--- src/rtl/pad_io_bank.sv ---
// Core-side logic for a bank of sg13g2 I/O pads: synchronised and debounced inputs, a moded
// output register, software-driven bidirectional pads and sticky rising-edge interrupt flags.
module pad_io_bank #(
    parameter int unsigned WIDTH       = 14,
    parameter int unsigned SYNC_STAGES = 2,
    parameter int unsigned DEB_CYCLES  = 4
) (
    input  logic             clk,
    input  logic             rst_n,
    input  logic             cfg_we,
    input  logic [1:0]       cfg_addr,
    input  logic [WIDTH-1:0] cfg_wdata,
    output logic [WIDTH-1:0] cfg_rdata,
    input  logic [WIDTH-1:0] in_p2c_i,
    output logic [WIDTH-1:0] out_c2p_o,
    input  logic [WIDTH-1:0] io_p2c_i,
    output logic [WIDTH-1:0] io_c2p_o,
    output logic [WIDTH-1:0] io_oe_o,
    output logic [WIDTH-1:0] edge_o,
    output logic             irq_o
);

    localparam int unsigned      CNT_W   = (DEB_CYCLES > 1) ? $clog2(DEB_CYCLES) : 1;
    localparam logic [CNT_W-1:0] CNT_MAX = CNT_W'(DEB_CYCLES - 1);

    localparam logic [1:0] ADDR_MODE   = 2'd0;
    localparam logic [1:0] ADDR_OE     = 2'd1;
    localparam logic [1:0] ADDR_IODATA = 2'd2;
    localparam logic [1:0] ADDR_EDGE   = 2'd3;

    // Group 0 is the dedicated input pads, group 1 the inout pads.
    localparam int GRP_IN = 0;
    localparam int GRP_IO = 1;

    typedef enum logic [1:0] {
        ModePass  = 2'd0,
        ModeLoop  = 2'd1,
        ModeCount = 2'd2,
        ModeHold  = 2'd3
    } mode_e;

    logic [WIDTH-1:0] pad_raw [2];
    logic [WIDTH-1:0] sync_q  [2][SYNC_STAGES];
    logic [WIDTH-1:0] filt_q  [2];
    logic [WIDTH-1:0] filt_d  [2];
    logic [CNT_W-1:0] cnt_q   [2][WIDTH];
    logic [CNT_W-1:0] cnt_d   [2][WIDTH];

    logic [WIDTH-1:0] filt_prev_q;
    logic [WIDTH-1:0] out_q, out_d;
    logic [WIDTH-1:0] edge_q, edge_d;
    logic [WIDTH-1:0] edge_clr, edge_rise;
    logic [WIDTH-1:0] oe_q, iodata_q;
    mode_e            mode_q;

    assign pad_raw[GRP_IN] = in_p2c_i;
    assign pad_raw[GRP_IO] = io_p2c_i;

    always_ff @(posedge clk) begin
        if (!rst_n) begin
            for (int g = 0; g < 2; g++) begin
                for (int s = 0; s < int'(SYNC_STAGES); s++) begin
                    sync_q[g][s] <= '0;
                end
            end
        end else begin
            for (int g = 0; g < 2; g++) begin
                sync_q[g][0] <= pad_raw[g];
                for (int s = 1; s < int'(SYNC_STAGES); s++) begin
                    sync_q[g][s] <= sync_q[g][s-1];
                end
            end
        end
    end

    // A bit only flips after the synchronised value has disagreed with it for DEB_CYCLES
    // consecutive cycles; any agreement restarts the count.
    always_comb begin
        for (int g = 0; g < 2; g++) begin
            filt_d[g] = filt_q[g];
            for (int b = 0; b < int'(WIDTH); b++) begin
                cnt_d[g][b] = cnt_q[g][b];
                if (sync_q[g][SYNC_STAGES-1][b] == filt_q[g][b]) begin
                    cnt_d[g][b] = '0;
                end else if (cnt_q[g][b] == CNT_MAX) begin
                    filt_d[g][b] = sync_q[g][SYNC_STAGES-1][b];
                    cnt_d[g][b]  = '0;
                end else begin
                    cnt_d[g][b] = cnt_q[g][b] + 1'b1;
                end
            end
        end
    end

    always_ff @(posedge clk) begin
        if (!rst_n) begin
            for (int g = 0; g < 2; g++) begin
                filt_q[g] <= '0;
                for (int b = 0; b < int'(WIDTH); b++) begin
                    cnt_q[g][b] <= '0;
                end
            end
            filt_prev_q <= '0;
        end else begin
            for (int g = 0; g < 2; g++) begin
                filt_q[g] <= filt_d[g];
                for (int b = 0; b < int'(WIDTH); b++) begin
                    cnt_q[g][b] <= cnt_d[g][b];
                end
            end
            filt_prev_q <= filt_q[GRP_IN];
        end
    end

    always_comb begin
        out_d = out_q;
        unique case (mode_q)
            ModePass:  out_d = filt_q[GRP_IN];
            ModeLoop:  out_d = filt_q[GRP_IO];
            ModeCount: out_d = out_q + 1'b1;
            ModeHold:  out_d = out_q;
            default:   out_d = out_q;
        endcase
    end

    // A new rising edge beats a software clear of the same bit in the same cycle.
    assign edge_clr  = (cfg_we && cfg_addr == ADDR_EDGE) ? cfg_wdata : '0;
    assign edge_rise = filt_q[GRP_IN] & ~filt_prev_q;
    assign edge_d    = (edge_q & ~edge_clr) | edge_rise;

    always_ff @(posedge clk) begin
        if (!rst_n) begin
            out_q    <= '0;
            edge_q   <= '0;
            oe_q     <= '0;
            iodata_q <= '0;
            mode_q   <= ModePass;
        end else begin
            out_q  <= out_d;
            edge_q <= edge_d;
            if (cfg_we) begin
                case (cfg_addr)
                    ADDR_MODE:   mode_q   <= mode_e'(cfg_wdata[1:0]);
                    ADDR_OE:     oe_q     <= cfg_wdata;
                    ADDR_IODATA: iodata_q <= cfg_wdata;
                    default:     ;
                endcase
            end
        end
    end

    always_comb begin
        cfg_rdata = '0;
        case (cfg_addr)
            ADDR_MODE:   cfg_rdata = {{(WIDTH-2){1'b0}}, mode_q};
            ADDR_OE:     cfg_rdata = oe_q;
            ADDR_IODATA: cfg_rdata = iodata_q;
            ADDR_EDGE:   cfg_rdata = edge_q;
            default:     cfg_rdata = '0;
        endcase
    end

    assign out_c2p_o = out_q;
    assign io_c2p_o  = iodata_q;
    assign io_oe_o   = oe_q;
    assign edge_o    = edge_q;
    assign irq_o     = |edge_q;

endmodule

--- config.mk ---
export PLATFORM = sky130hd
export DESIGN_NAME = pad_io_bank
export DESIGN_NICKNAME = d
export VERILOG_FILES = /design/src/rtl/pad_io_bank.sv
export SDC_FILE = /design/constraint.sdc
export NUM_CORES = 1
export LEC_CHECK = 0
export ABC_AREA = 1
export BUFFER_PORTS_ARGS = -buffer_cell sky130_fd_sc_hd__buf_2
export CAP_MARGIN = 40
export CORE_AREA = 5 5 133 135
export DETAILED_ROUTE_END_ITERATION = 8
export DIE_AREA = 0 0 138 140
export GPL_TIMING_DRIVEN = 0
export HOLD_SLACK_MARGIN = 0.06
export PLACE_DENSITY = 0.73
export SLEW_MARGIN = 10
export SYNTH_ARGS = -nofsm -noshare
export SYNTH_HDL_FRONTEND = slang
export SYNTH_SLANG_ARGS = --single-unit
export TNS_END_PERCENT = 5
--- constraint.sdc ---
create_clock -name clk -period 1.36 [get_ports clk]
set_input_delay 0 -clock clk [delete_from_list [all_inputs] [get_ports clk]]
set_output_delay 0 -clock clk [all_outputs]
set_load 0.005 [all_outputs]
==> impl_metrics.py <==
metrics = {
    "status": {
        "status": "finished with violations",
        "violations": "negative setup slack",
    },
    "setup_path": {
        "r2r.worst_path.cells": 9,
        "critical_path_arrival_ns": 1.46,
        "worst-endpoint-required_ns": 1.36,
        "timing_worst_setup_path_type": "flop to output pin",
        "start_kind": "flop",
        "path_max_fanout": 2,
        "cp-end-kind": "output pin",
    },
    "place": {
        "place_area_mm2": 0.00892,
        "detailedPlace.worstSlack_ns": -0.257,
        "place.detailed.hpwl_um": 14100,
        "portBuffers": 116,
        "gp_congestion": 0.941,
    },
    "global_route": {
        "gr_util_met2": 0.354,
        "grtUsageMet1": 0.243,
        "vias_in_the_first_global_route": 6882,
        "globalRouteTotalUtil": 0.206,
        "grt_start_max_net_pins": 14,
        "grt_antenna_before_repair": 0,
        "overflow": 0,
        "grt_first_pass_wirelength_um": 33400,
        "globalRouteMet3Util": 0.0532,
        "gr-max-usage-layer": "met2",
    },
    "die": {
        "num_io_pins": 118,
        "dieArea_mm2": 0.0193,
        "floorplan.initialDensity": 0.492,
        "core_area_mm2": 0.0163,
        "core.rowCount": 47,
        "die_w_um": 138,
        "die_boundary_height_um": 140,
    },
    "route": {
        "firstDrtPassIters": 5,
        "wirelength_um": 20700,
        "drc_errors": 0,
        "drt_iter0_drc": 421,
        "vias_per_cell": 5.04,
        "routedWlPerCell_um": 14.5,
        "drtAntennaViolNets": 0,
        "vias": 7187,
    },
    "hold_path": {
        "path_category_of_the_worst_min_delay_check": "input pin to flop",
        "hold-path-cell-count": 4,
    },
    "sta": {
        "share_of_the_clock_period_used_by_the_worst_path": 1.08,
        "fin_setup_tns_ns": -0.242,
        "fin_worst_setup_slack_ns": -0.105,
        "layout_min_cycle_time_ns": 1.46,
        "fmax_mhz": 683,
        "timing.final.hold_violations": 0,
        "worst_clock_skew_ns": 0.0165,
        "setup_repair_after_global_routing_missed_its_margin": "yes",
        "finalHoldWorstSlack_ns": 0.106,
        "slew-limit-headroom": 0.586,
        "timing_max_transition_violations_final": 0,
        "setup_viol_count_final": 8,
        "worst-slew-pin-transition_ns": 0.621,
    },
    "cells_and_area": {
        "mostFrequentLayoutCells": "dfxtp_1, inv_1, nand2_1",
        "fraction_of_final_layout_cells_with_drive_strength_greater_than_1": 0.193,
        "nNetsFinal": 1273,
        "most_frequent_standard_cell_in_the_layout_excluding_fill_and_tap_cells": "dfxtp_1",
        "insertedDiodeCount": 0,
        "num-fill-cells": 1372,
        "layout-area-overhead-vs-synth_pct": 29.2,
        "layout.cell_area.non_filler_mm2": 0.0104,
    },
    "synthesis": {
        "seq_area_frac_synth": 0.527,
        "synth-seq-cells": 212,
        "syn_inst": 985,
        "synth.cell_area_mm2": 0.00805,
        "unique_cell_type_count_in_the_yosys_netlist": 28,
        "syn-mean-instance-area_um2": 8.17,
        "syn_nets": 1064,
        "yosysWarnings": 0,
    },
    "flow_run": {
        "cap_viol_max_count": 0,
    },
    "clock_tree": {
        "numCtsBuffers": 22,
        "clkSlewWorstSetupHoldPaths_ns": 0.06,
        "clkLatencyLatePin_ns": 0.50,
        "cts_root_buffer": "clkbuf_16",
        "h-tree-depth": 1,
        "tritoncts_clock_tree": "built",
        "clock-sinks": 212,
        "ctsLongestPathBuffers": 3,
    },
    "power_and_ir_drop": {
        "design_power_total_mw": 13.2,
        "leakage_power_figure_nw": 4.91,
        "vdd_ir_drop_max_v": 0.000868,
        "powerDensity_mw_per_mm2": 1270,
    },
}
critical path, stage by stage (launching register included):
cell	delay [ns]
dfxtp_2	0.33
inv_2	0.06
nand4_1	0.19
nor3_2	0.17
nand3_1	0.09
buf_2	0.14
kinds of logic (layout without fill, tap and decap cells):
group / Yosys count / after routing / share of synthesized area
buffers and inverters: 203 / 425 / 0.0998
DFF: 212 / 212 / 0.527
adders and majority gates: 32 / 32 / 0.0497
and+or+nand+nor: 290 / 290 / 0.154
AOI/OAI and AO/OA: 248 / 248 / 0.170
through the flow:
stage | util | cells
after floorplan | - | 985
after global placement | 0.546 | 1321
after detailed placement | 0.546 | 1321
after CTS | 0.631 | 1423
after global routing | 0.636 | 1427
final | 0.636 | 1427
area by class of cell:
cell class / count / area [µm²] / area share
Multi-Input combinational cell: 570 / 3090 / 0.297
Clock inverter: 6 / 58.8 / 0.00565
Inverter: 166 / 626 / 0.0601
Timing Repair Buffer: 185 / 1250 / 0.120
Tap cell: 220 / 275 / 0.0265
Sequential cell: 212 / 4270 / 0.410
Clock buffer: 31 / 636 / 0.0611
Buffer: 37 / 203 / 0.0195
state kept, by name, indices dropped and copies added, names as in the netlist:
signal       cells
io_oe_o         14
cnt_q           56
mode_q           2
edge_o          14
sync_q          56
out_c2p_o       14
io_c2p_o        14
filt_prev_q     14
filt_q          28
final timing paths:
check	start	slack (ns)	end
max	edge_o[10]$_SDFF_PN0_	-0.10	irq_o
max reg2reg	out_c2p_o[0]$_SDFFE_PN0P_	-0.05	out_c2p_o[6]$_SDFFE_PN0P_
min reg2reg	filt_prev_q[5]$_SDFF_PN0_	0.40	edge_o[5]$_SDFF_PN0_
min	rst_n	0.11	cnt_q[0][1]$_SDFF_PP0_
power by group:
part           switching [mW]  internal (mW)
combinational           0.533          0.421
sequential              0.115           6.38
clock                    2.31           3.43
total                    2.96           10.2
per-layer routing:
layer  wire [µm]  vias to the layer above  part of all wire
li1            -                     3620                 -
met1        8520                     3229              0.41
met2        9500                      271              0.46
met3        1780                       67             0.086
met4         874                        0             0.042
met5           0                        -                 0
Yosys cell counts:
cell	n	area share
dfxtp_1	212	0.53
inv_1	165	0.077
nand2_1	142	0.066
a21oi_1	115	0.071
o21ai_0	79	0.049
nor2_1	67	0.031
nand3_1	53	0.033
o211ai_1	34	0.032
ha_1	32	0.050
buf_2	21	0.013
clkbuf_1	13	0.0061
o21ai_1	9	0.0056
nand2_2	6	0.0047
nand4_1	6	0.0047
o221ai_1	6	0.0065
or2_2	6	0.0047
nor2_2	3	0.0023
nor2_4	3	0.0042
buf_4	2	0.0019
nor4_1	2	0.0016
o21bai_1	2	0.0019
a21oi_2	1	0.0011
a221oi_1	1	0.0011
buf_6	1	0.0014
inv_2	1	0.00047
nor3_1	1	0.00062
o2111ai_1	1	0.0011
or2_0	1	0.00078
what timing repair did:
item,in CTS,in global routing
resized for setup,30,18
hold endpoints to repair,73,0
pin swaps,4,6
setup buffers,5,4
gates cloned,0,0
hold buffers,60,0
endpoints found under the setup margin,16,20
(Power assumes the default switching activity.)
